--- src/rtl/core_pkg.sv ---
// -----------------------------------------------------------------------------
// core_pkg
// Shared definitions for the ARM-subset core: instruction mode codes,
// data-processing opcodes, EX-stage ALU command codes, default widths and the
// decoded-control bundle carried from ID to EX.
// No ports (package).
// -----------------------------------------------------------------------------
package core_pkg;

    // Default datapath widths
    localparam int unsigned CORE_WORD_W     = 32;
    localparam int unsigned CORE_REG_ADDR_W = 4;
    localparam int unsigned EX_CMD_W        = 4;

    // Instruction mode field (bits 27:26)
    typedef enum logic [1:0] {
        MODE_ARITH  = 2'b00,
        MODE_MEM    = 2'b01,
        MODE_BRANCH = 2'b10
    } mode_e;

    // Data-processing opcodes (bits 24:21)
    typedef enum logic [3:0] {
        OP_AND = 4'b0000,
        OP_EOR = 4'b0001,
        OP_SUB = 4'b0010,
        OP_ADD = 4'b0100,
        OP_ADC = 4'b0101,
        OP_SBC = 4'b0110,
        OP_TST = 4'b1000,
        OP_CMP = 4'b1010,
        OP_ORR = 4'b1100,
        OP_MOV = 4'b1101,
        OP_MVN = 4'b1111
    } op_e;

    // ALU commands presented to EX
    typedef enum logic [EX_CMD_W-1:0] {
        EX_NOP = 4'b0000,
        EX_MOV = 4'b0001,
        EX_ADD = 4'b0010,
        EX_ADC = 4'b0011,
        EX_SUB = 4'b0100,
        EX_SBC = 4'b0101,
        EX_AND = 4'b0110,
        EX_ORR = 4'b0111,
        EX_EOR = 4'b1000,
        EX_MVN = 4'b1001
    } ex_cmd_e;

    // Commands that reuse another ALU operation
    localparam ex_cmd_e EX_CMP = EX_SUB;
    localparam ex_cmd_e EX_TST = EX_AND;
    localparam ex_cmd_e EX_LDR = EX_ADD;
    localparam ex_cmd_e EX_STR = EX_ADD;

    // Decoded control carried into EX
    typedef struct packed {
        logic                wb_en;
        logic                mem_r_en;
        logic                mem_w_en;
        logic                b;
        logic                s;
        logic [EX_CMD_W-1:0] exe_cmd;
    } id_ex_ctrl_t;

    // A bubble (valid=0) must never enable a side effect, and a simultaneous
    // load/store request is resolved in favour of the load.
    function automatic id_ex_ctrl_t sanitize_ctrl(input logic valid, input id_ex_ctrl_t c);
        id_ex_ctrl_t r;
        r          = c;
        r.wb_en    = valid & c.wb_en;
        r.mem_r_en = valid & c.mem_r_en;
        r.mem_w_en = valid & c.mem_w_en & ~c.mem_r_en;
        r.b        = valid & c.b;
        r.s        = valid & c.s;
        return r;
    endfunction

endpackage

--- src/rtl/id_ex_stage_reg_pipe_field.sv ---
// -----------------------------------------------------------------------------
// pipe_field
// W-bit pipeline register with synchronous reset, load enable and clear.
// Priority: rst > ~en (hold) > clr > load.
// Ports:
//   clk  in  1  rising-edge clock
//   rst  in  1  synchronous active-high reset (clears q)
//   en   in  1  update enable; 0 holds q (clr is ignored while holding)
//   clr  in  1  load zero instead of d
//   d    in  W  next value
//   q    out W  registered value
// -----------------------------------------------------------------------------
module pipe_field #(
    parameter int unsigned W = 1
) (
    input  logic         clk,
    input  logic         rst,
    input  logic         en,
    input  logic         clr,
    input  logic [W-1:0] d,
    output logic [W-1:0] q
);

    logic [W-1:0] r_q;

    always_ff @(posedge clk) begin
        if (rst) begin
            r_q <= '0;
        end else if (en) begin
            if (clr) begin
                r_q <= '0;
            end else begin
                r_q <= d;
            end
        end
    end

    assign q = r_q;

endmodule

--- src/rtl/id_ex_stage_reg.sv ---
// -----------------------------------------------------------------------------
// id_ex_stage_reg
// ID/EX pipeline register of the ARM-subset core. Captures decoded control,
// operands, immediates, destination and the NZCV snapshot; supports hold
// (freeze) and bubble insertion (flush). Priority: rst > freeze > flush > load.
// Optional feature macro: FORWARD_SRC_EN adds source-register fields for the
// EX forwarding unit.
// Ports (all *_out registered, latency 1):
//   clk, rst (sync, active high), freeze, flush
//   pc_in/out [WORD_W]        valid_in/out          wb_en_in/out
//   mem_r_en_in/out           mem_w_en_in/out       b_in/out, s_in/out
//   exe_cmd_in/out [CMD_W]    val_rn_in/out [WORD_W] val_rm_in/out [WORD_W]
//   imm_in/out                shift_op_in/out [12]  simm24_in/out [24]
//   dest_in/out [REG_ADDR_W]  sr_in/out [4]
//   FORWARD_SRC_EN only: src1_in/out, src2_in/out [REG_ADDR_W], two_src_in/out
// -----------------------------------------------------------------------------
module id_ex_stage_reg
    import core_pkg::*;
#(
    parameter int unsigned WORD_W     = CORE_WORD_W,
    parameter int unsigned CMD_W      = EX_CMD_W,
    parameter int unsigned REG_ADDR_W = CORE_REG_ADDR_W
) (
    input  logic                  clk,
    input  logic                  rst,
    input  logic                  freeze,
    input  logic                  flush,
    input  logic [WORD_W-1:0]     pc_in,
    input  logic                  valid_in,
    input  logic                  wb_en_in,
    input  logic                  mem_r_en_in,
    input  logic                  mem_w_en_in,
    input  logic                  b_in,
    input  logic                  s_in,
    input  logic [CMD_W-1:0]      exe_cmd_in,
    input  logic [WORD_W-1:0]     val_rn_in,
    input  logic [WORD_W-1:0]     val_rm_in,
    input  logic                  imm_in,
    input  logic [11:0]           shift_op_in,
    input  logic [23:0]           simm24_in,
    input  logic [REG_ADDR_W-1:0] dest_in,
    input  logic [3:0]            sr_in,
`ifdef FORWARD_SRC_EN
    input  logic [REG_ADDR_W-1:0] src1_in,
    input  logic [REG_ADDR_W-1:0] src2_in,
    input  logic                  two_src_in,
    output logic [REG_ADDR_W-1:0] src1_out,
    output logic [REG_ADDR_W-1:0] src2_out,
    output logic                  two_src_out,
`endif
    output logic [WORD_W-1:0]     pc_out,
    output logic                  valid_out,
    output logic                  wb_en_out,
    output logic                  mem_r_en_out,
    output logic                  mem_w_en_out,
    output logic                  b_out,
    output logic                  s_out,
    output logic [CMD_W-1:0]      exe_cmd_out,
    output logic [WORD_W-1:0]     val_rn_out,
    output logic [WORD_W-1:0]     val_rm_out,
    output logic                  imm_out,
    output logic [11:0]           shift_op_out,
    output logic [23:0]           simm24_out,
    output logic [REG_ADDR_W-1:0] dest_out,
    output logic [3:0]            sr_out
);

    localparam int unsigned CTRL_W = 1 + $bits(id_ex_ctrl_t);
    localparam int unsigned OPND_W = 3 * WORD_W;
    localparam int unsigned IMM_W  = 1 + 12 + 24;
    localparam int unsigned DSR_W  = REG_ADDR_W + 4;

    logic              w_en;
    id_ex_ctrl_t       w_ctrl_raw;
    id_ex_ctrl_t       w_ctrl_in;
    id_ex_ctrl_t       w_ctrl_q;
    logic [CTRL_W-1:0] w_ctrl_grp_q;
    logic [OPND_W-1:0] w_opnd_q;
    logic [IMM_W-1:0]  w_imm_q;
    logic [DSR_W-1:0]  w_dsr_q;

    assign w_en = ~freeze;

    always_comb begin
        w_ctrl_raw          = '0;
        w_ctrl_raw.wb_en    = wb_en_in;
        w_ctrl_raw.mem_r_en = mem_r_en_in;
        w_ctrl_raw.mem_w_en = mem_w_en_in;
        w_ctrl_raw.b        = b_in;
        w_ctrl_raw.s        = s_in;
        w_ctrl_raw.exe_cmd  = EX_CMD_W'(exe_cmd_in);
    end

    assign w_ctrl_in = sanitize_ctrl(valid_in, w_ctrl_raw);

    // Control group: valid bit plus sanitized control bundle
    pipe_field #(.W(CTRL_W)) u_ctrl (
        .clk (clk),
        .rst (rst),
        .en  (w_en),
        .clr (flush),
        .d   ({valid_in, w_ctrl_in}),
        .q   (w_ctrl_grp_q)
    );

    assign valid_out    = w_ctrl_grp_q[CTRL_W-1];
    assign w_ctrl_q     = w_ctrl_grp_q[CTRL_W-2:0];
    assign wb_en_out    = w_ctrl_q.wb_en;
    assign mem_r_en_out = w_ctrl_q.mem_r_en;
    assign mem_w_en_out = w_ctrl_q.mem_w_en;
    assign b_out        = w_ctrl_q.b;
    assign s_out        = w_ctrl_q.s;
    assign exe_cmd_out  = CMD_W'(w_ctrl_q.exe_cmd);

    // Operand group: PC+4, Rn, Rm
    pipe_field #(.W(OPND_W)) u_opnd (
        .clk (clk),
        .rst (rst),
        .en  (w_en),
        .clr (flush),
        .d   ({pc_in, val_rn_in, val_rm_in}),
        .q   (w_opnd_q)
    );

    assign {pc_out, val_rn_out, val_rm_out} = w_opnd_q;

    // Immediate group: I bit, shifter operand, branch offset
    pipe_field #(.W(IMM_W)) u_imm (
        .clk (clk),
        .rst (rst),
        .en  (w_en),
        .clr (flush),
        .d   ({imm_in, shift_op_in, simm24_in}),
        .q   (w_imm_q)
    );

    assign {imm_out, shift_op_out, simm24_out} = w_imm_q;

    // Destination register and status snapshot
    pipe_field #(.W(DSR_W)) u_dsr (
        .clk (clk),
        .rst (rst),
        .en  (w_en),
        .clr (flush),
        .d   ({dest_in, sr_in}),
        .q   (w_dsr_q)
    );

    assign {dest_out, sr_out} = w_dsr_q;

`ifdef FORWARD_SRC_EN
    localparam int unsigned SRC_W = 2 * REG_ADDR_W + 1;

    logic [SRC_W-1:0] w_src_q;

    // Source registers for the forwarding unit
    pipe_field #(.W(SRC_W)) u_src (
        .clk (clk),
        .rst (rst),
        .en  (w_en),
        .clr (flush),
        .d   ({src1_in, src2_in, two_src_in}),
        .q   (w_src_q)
    );

    assign {src1_out, src2_out, two_src_out} = w_src_q;
`endif

endmodule

--- config.mk ---
export PLATFORM = sky130hd
export DESIGN_NAME = id_ex_stage_reg
export DESIGN_NICKNAME = d
export VERILOG_FILES = /design/src/rtl/core_pkg.sv /design/src/rtl/id_ex_stage_reg_pipe_field.sv /design/src/rtl/id_ex_stage_reg.sv
export SDC_FILE = /design/constraint.sdc
export NUM_CORES = 1
export LEC_CHECK = 0
export ABC_AREA = 1
export BUFFER_PORTS_ARGS = -buffer_cell sky130_fd_sc_hd__buf_2
export CORE_MARGIN = 4
export CORE_UTILIZATION = 40
export CTS_CLUSTER_SIZE = 20
export DETAILED_ROUTE_END_ITERATION = 8
export GPL_ROUTABILITY_DRIVEN = 0
export GPL_TIMING_DRIVEN = 0
export HOLD_SLACK_MARGIN = 0.02
export PLACE_DENSITY = 0.76
export SYNTH_ARGS = -nofsm -noshare
export SYNTH_HDL_FRONTEND = slang
export SYNTH_HIERARCHICAL = 1
export SYNTH_SLANG_ARGS = --single-unit
--- constraint.sdc ---
create_clock -name clk -period 0.85 [get_ports clk]
set_input_delay 0 -clock clk [delete_from_list [all_inputs] [get_ports clk]]
set_output_delay 0 -clock clk [all_outputs]
set_load 0.01 [all_outputs]
==> flow_summary.toml <==
[routing]
wl_per_cell_um = 20.1
drc = 0
first_pass_iters = 6
drt_iter0_drc = 616
routed_wl_um = 28200
antenna_left = 0
route.vias.total = 7674
vias_per_cell = 5.47

[logic_synthesis]
ys_seq_area_share_pct = 53.0
syn_area_per_cell_um2 = 8.35
synth_fp_nets = 838
synth_edf_count = 0
synth_flop_cell = "dfxtp_1"
synthCells = 683
synthTopCellsByArea = "dfxtp_1 53%, a21oi_1 12%, nand3_1 12%"
ys_types = 18
synth.most_common_cell = "nand2_1"
netlist_area_um2 = 5700
yosysTopAreaCell = "dfxtp_1"
yosys.area.top_type_share_pct = 53.0
async_reset_ff_share_pct = 0
yosys-top-cells-count = "156 x nand2_1, 151 x dfxtp_1, 141 x a21oi_1, 141 x nand3_1, 27 x buf_2"
yosys_warnings = 6
synth_seq_cells = 151

[die]
core_area_um2 = 13900
die_h_um = 127
die_w_um = 127
io_pins = 306
floorplan.die_area_um2 = 16200
initial_core_util_pct = 40.9
rows = 43

[clock_network]
cts_buffers = 17
cts_num_sinks = 151
cts_tree = "done"
cts-root-buf = "clkbuf_16"
cts_buffer_depth = 2
cts_htree_levels = 4
path_clk_slew_ns = 0.06
insertion_delay_ns = 0.42

[sta]
worst_pin_slew_ns = 0.527
fin_ws_ns = -0.0577
drv_slew = 0
slew_headroom_pct = 64.8
finalClockSkew_ns = 0
setup_tns_ns = -1.75
fmax_ghz = 1.10
setup_viol = 150
fin_crit_sh_pct = 107
rsz0062_at_grt = "yes"
hold_slack_ns = 0.0722
fin_crit_ns = 0.908
hold_violations = 0

[worst_setup_path]
worstReg2RegStart = "u_imm/q[24]$_SDFFE_PP0P_"
worstPathArrival_ns = 0.91
path_cells = "buf_6"
rrSetupSlack_ns = -0.02
startpoint_type = "register"
startpoint = "u_opnd/q[21]$_SDFFE_PP0P_"
slowest_delay_ns = 0.37
cp_slowest_cell = "dfxtp_2"
critPathCaptureType = "output pin"
critPathRequiredTime_ns = 0.85
critPathTopFamily = "flip-flops"
cp_max_fo = 2
path_class = "register to output pin"
worst-path-buf-inv = 1

[power]
power_leakage_nw = 4.86
ir_drop_v = 0.00135
powerDensity_nw_per_um2 = 1690

[final_layout]
nets = 1365
drive_gt1_share_pct = 50.2
multiInputGateArea_um2 = 2190
utilization_pct = 80.1
fillers = 760
regArea_um2 = 3210
area_growth_pct = 95.8

[grt]
grt_max_degree = 17
grt_pass1_vias = 7823
antenna_found_initial = 1
grt.overflow.total = 0
groute.usage.overall_pct = 31.8
grt_pass1_wl_um = 40900

[hold_path]
hold_class = "input port to register"
hold_start = "flush"

[placement]
place_hpwl_um = 13800
io_buffers = 304

[flow_run]
drv_cap = 0

[outcome]
status = "complete, but fails checks"
violations = "negative setup slack"
==> final timing paths <==
check                                           endpoint  cells after the start
worst min register to register  u_imm/q[21]$_SDFFE_PP0P_                      2
worst max register to register  u_imm/q[24]$_SDFFE_PP0P_                      4
worst min-delay path             u_dsr/q[6]$_SDFFE_PP0P_                      4
worst max-delay path                      val_rm_out[21]                      1
==> cell type report <==
type / instances / area share (%)
diodes: 1 / 0.0224
plain buffers: 60 / 4.02
clock buffers: 24 / 4.49
clock inverters: 7 / 1.25
inverters: 13 / 0.527
multi-input cells: 459 / 19.7
flip-flops and latches: 151 / 28.8
well taps: 180 / 2.02
repair buffers: 508 / 39.2
==> sequential cells by signal (all words and copies together), names as in the netlist <==
register / count
u_opnd/q: 96
u_imm/q: 37
u_ctrl/q: 10
u_dsr/q: 8
==> per-stage QoR <==
stage	cells	power (W)	setup slack [ns]	area, um^2
3_3_place_gp	1167	0.00947	-0.305	7450
6_report	1403	0.0189	-0.0577	11200
4_1_cts	1361	0.0186	-0.0433	10800
5_1_grt	1403	0.0195	-0.0935	11200
2_1_floorplan	683	0.00860	0.0221	5710
3_5_place_dp	1167	0.00950	-0.361	7450
==> metal layers <==
layer  wire length, um  vias to the layer above  GRT usage (%)
li1                  -                     3367              -
met1              9460                     3589           32.0
met2             14700                      555           57.4
met3              2090                      163           7.86
met4              1940                        0           22.0
met5                 0                        -              0
==> worst reg2reg max path: stages, from the launching register on <==
cell     delay [ns]
dfxtp_2        0.34
buf_4          0.10
buf_4          0.09
nand2_1        0.06
a21oi_1        0.20
==> report_power, final <==
| group | switching, W | internal, W | total (W) |
|---|---|---|---|
| Clock | 0.00294 | 0.00529 | 0.00824 |
| Combinational | 0.00140 | 0.00167 | 0.00307 |
| Sequential | 0.000212 | 0.00740 | 0.00762 |
==> repair_timing <==
| action | 4_1_cts | 5_1_grt |
|---|---|---|
| endpoints found under the hold margin | 151 | 0 |
| setup endpoints to repair | 151 | 217 |
| setup buffers | 10 | 41 |
| pin swaps | 0 | 1 |
| resized for setup | 308 | 10 |
| hold buffers | 153 | 0 |
==> cell families (layout without fill, tap and decap cells) <==
| kind of cell | count (synthesis) | count (layout) | synth area share (%) |
|---|---|---|---|
| simple gates | 308 | 308 | 24.5 |
| flops | 151 | 151 | 53.0 |
| buf+inv | 73 | 612 | 8.64 |
| compound gates | 151 | 151 | 13.9 |
| other cells | 0 | 1 | 0 |
==> cells in the final DEF (no fill, tap or decap), drive strengths merged <==
cell type and count:
buf 399, nand2 156, dlygate4sd3 152, dfxtp 151, nand3 151, a21oi 151, clkbuf 40, inv 11
bufinv 4, clkinvlp 3, clkinv 2, diode 1, nor2 1, dlymetal6s4s 1
Note: power is estimated with default switching activity, not from simulation.
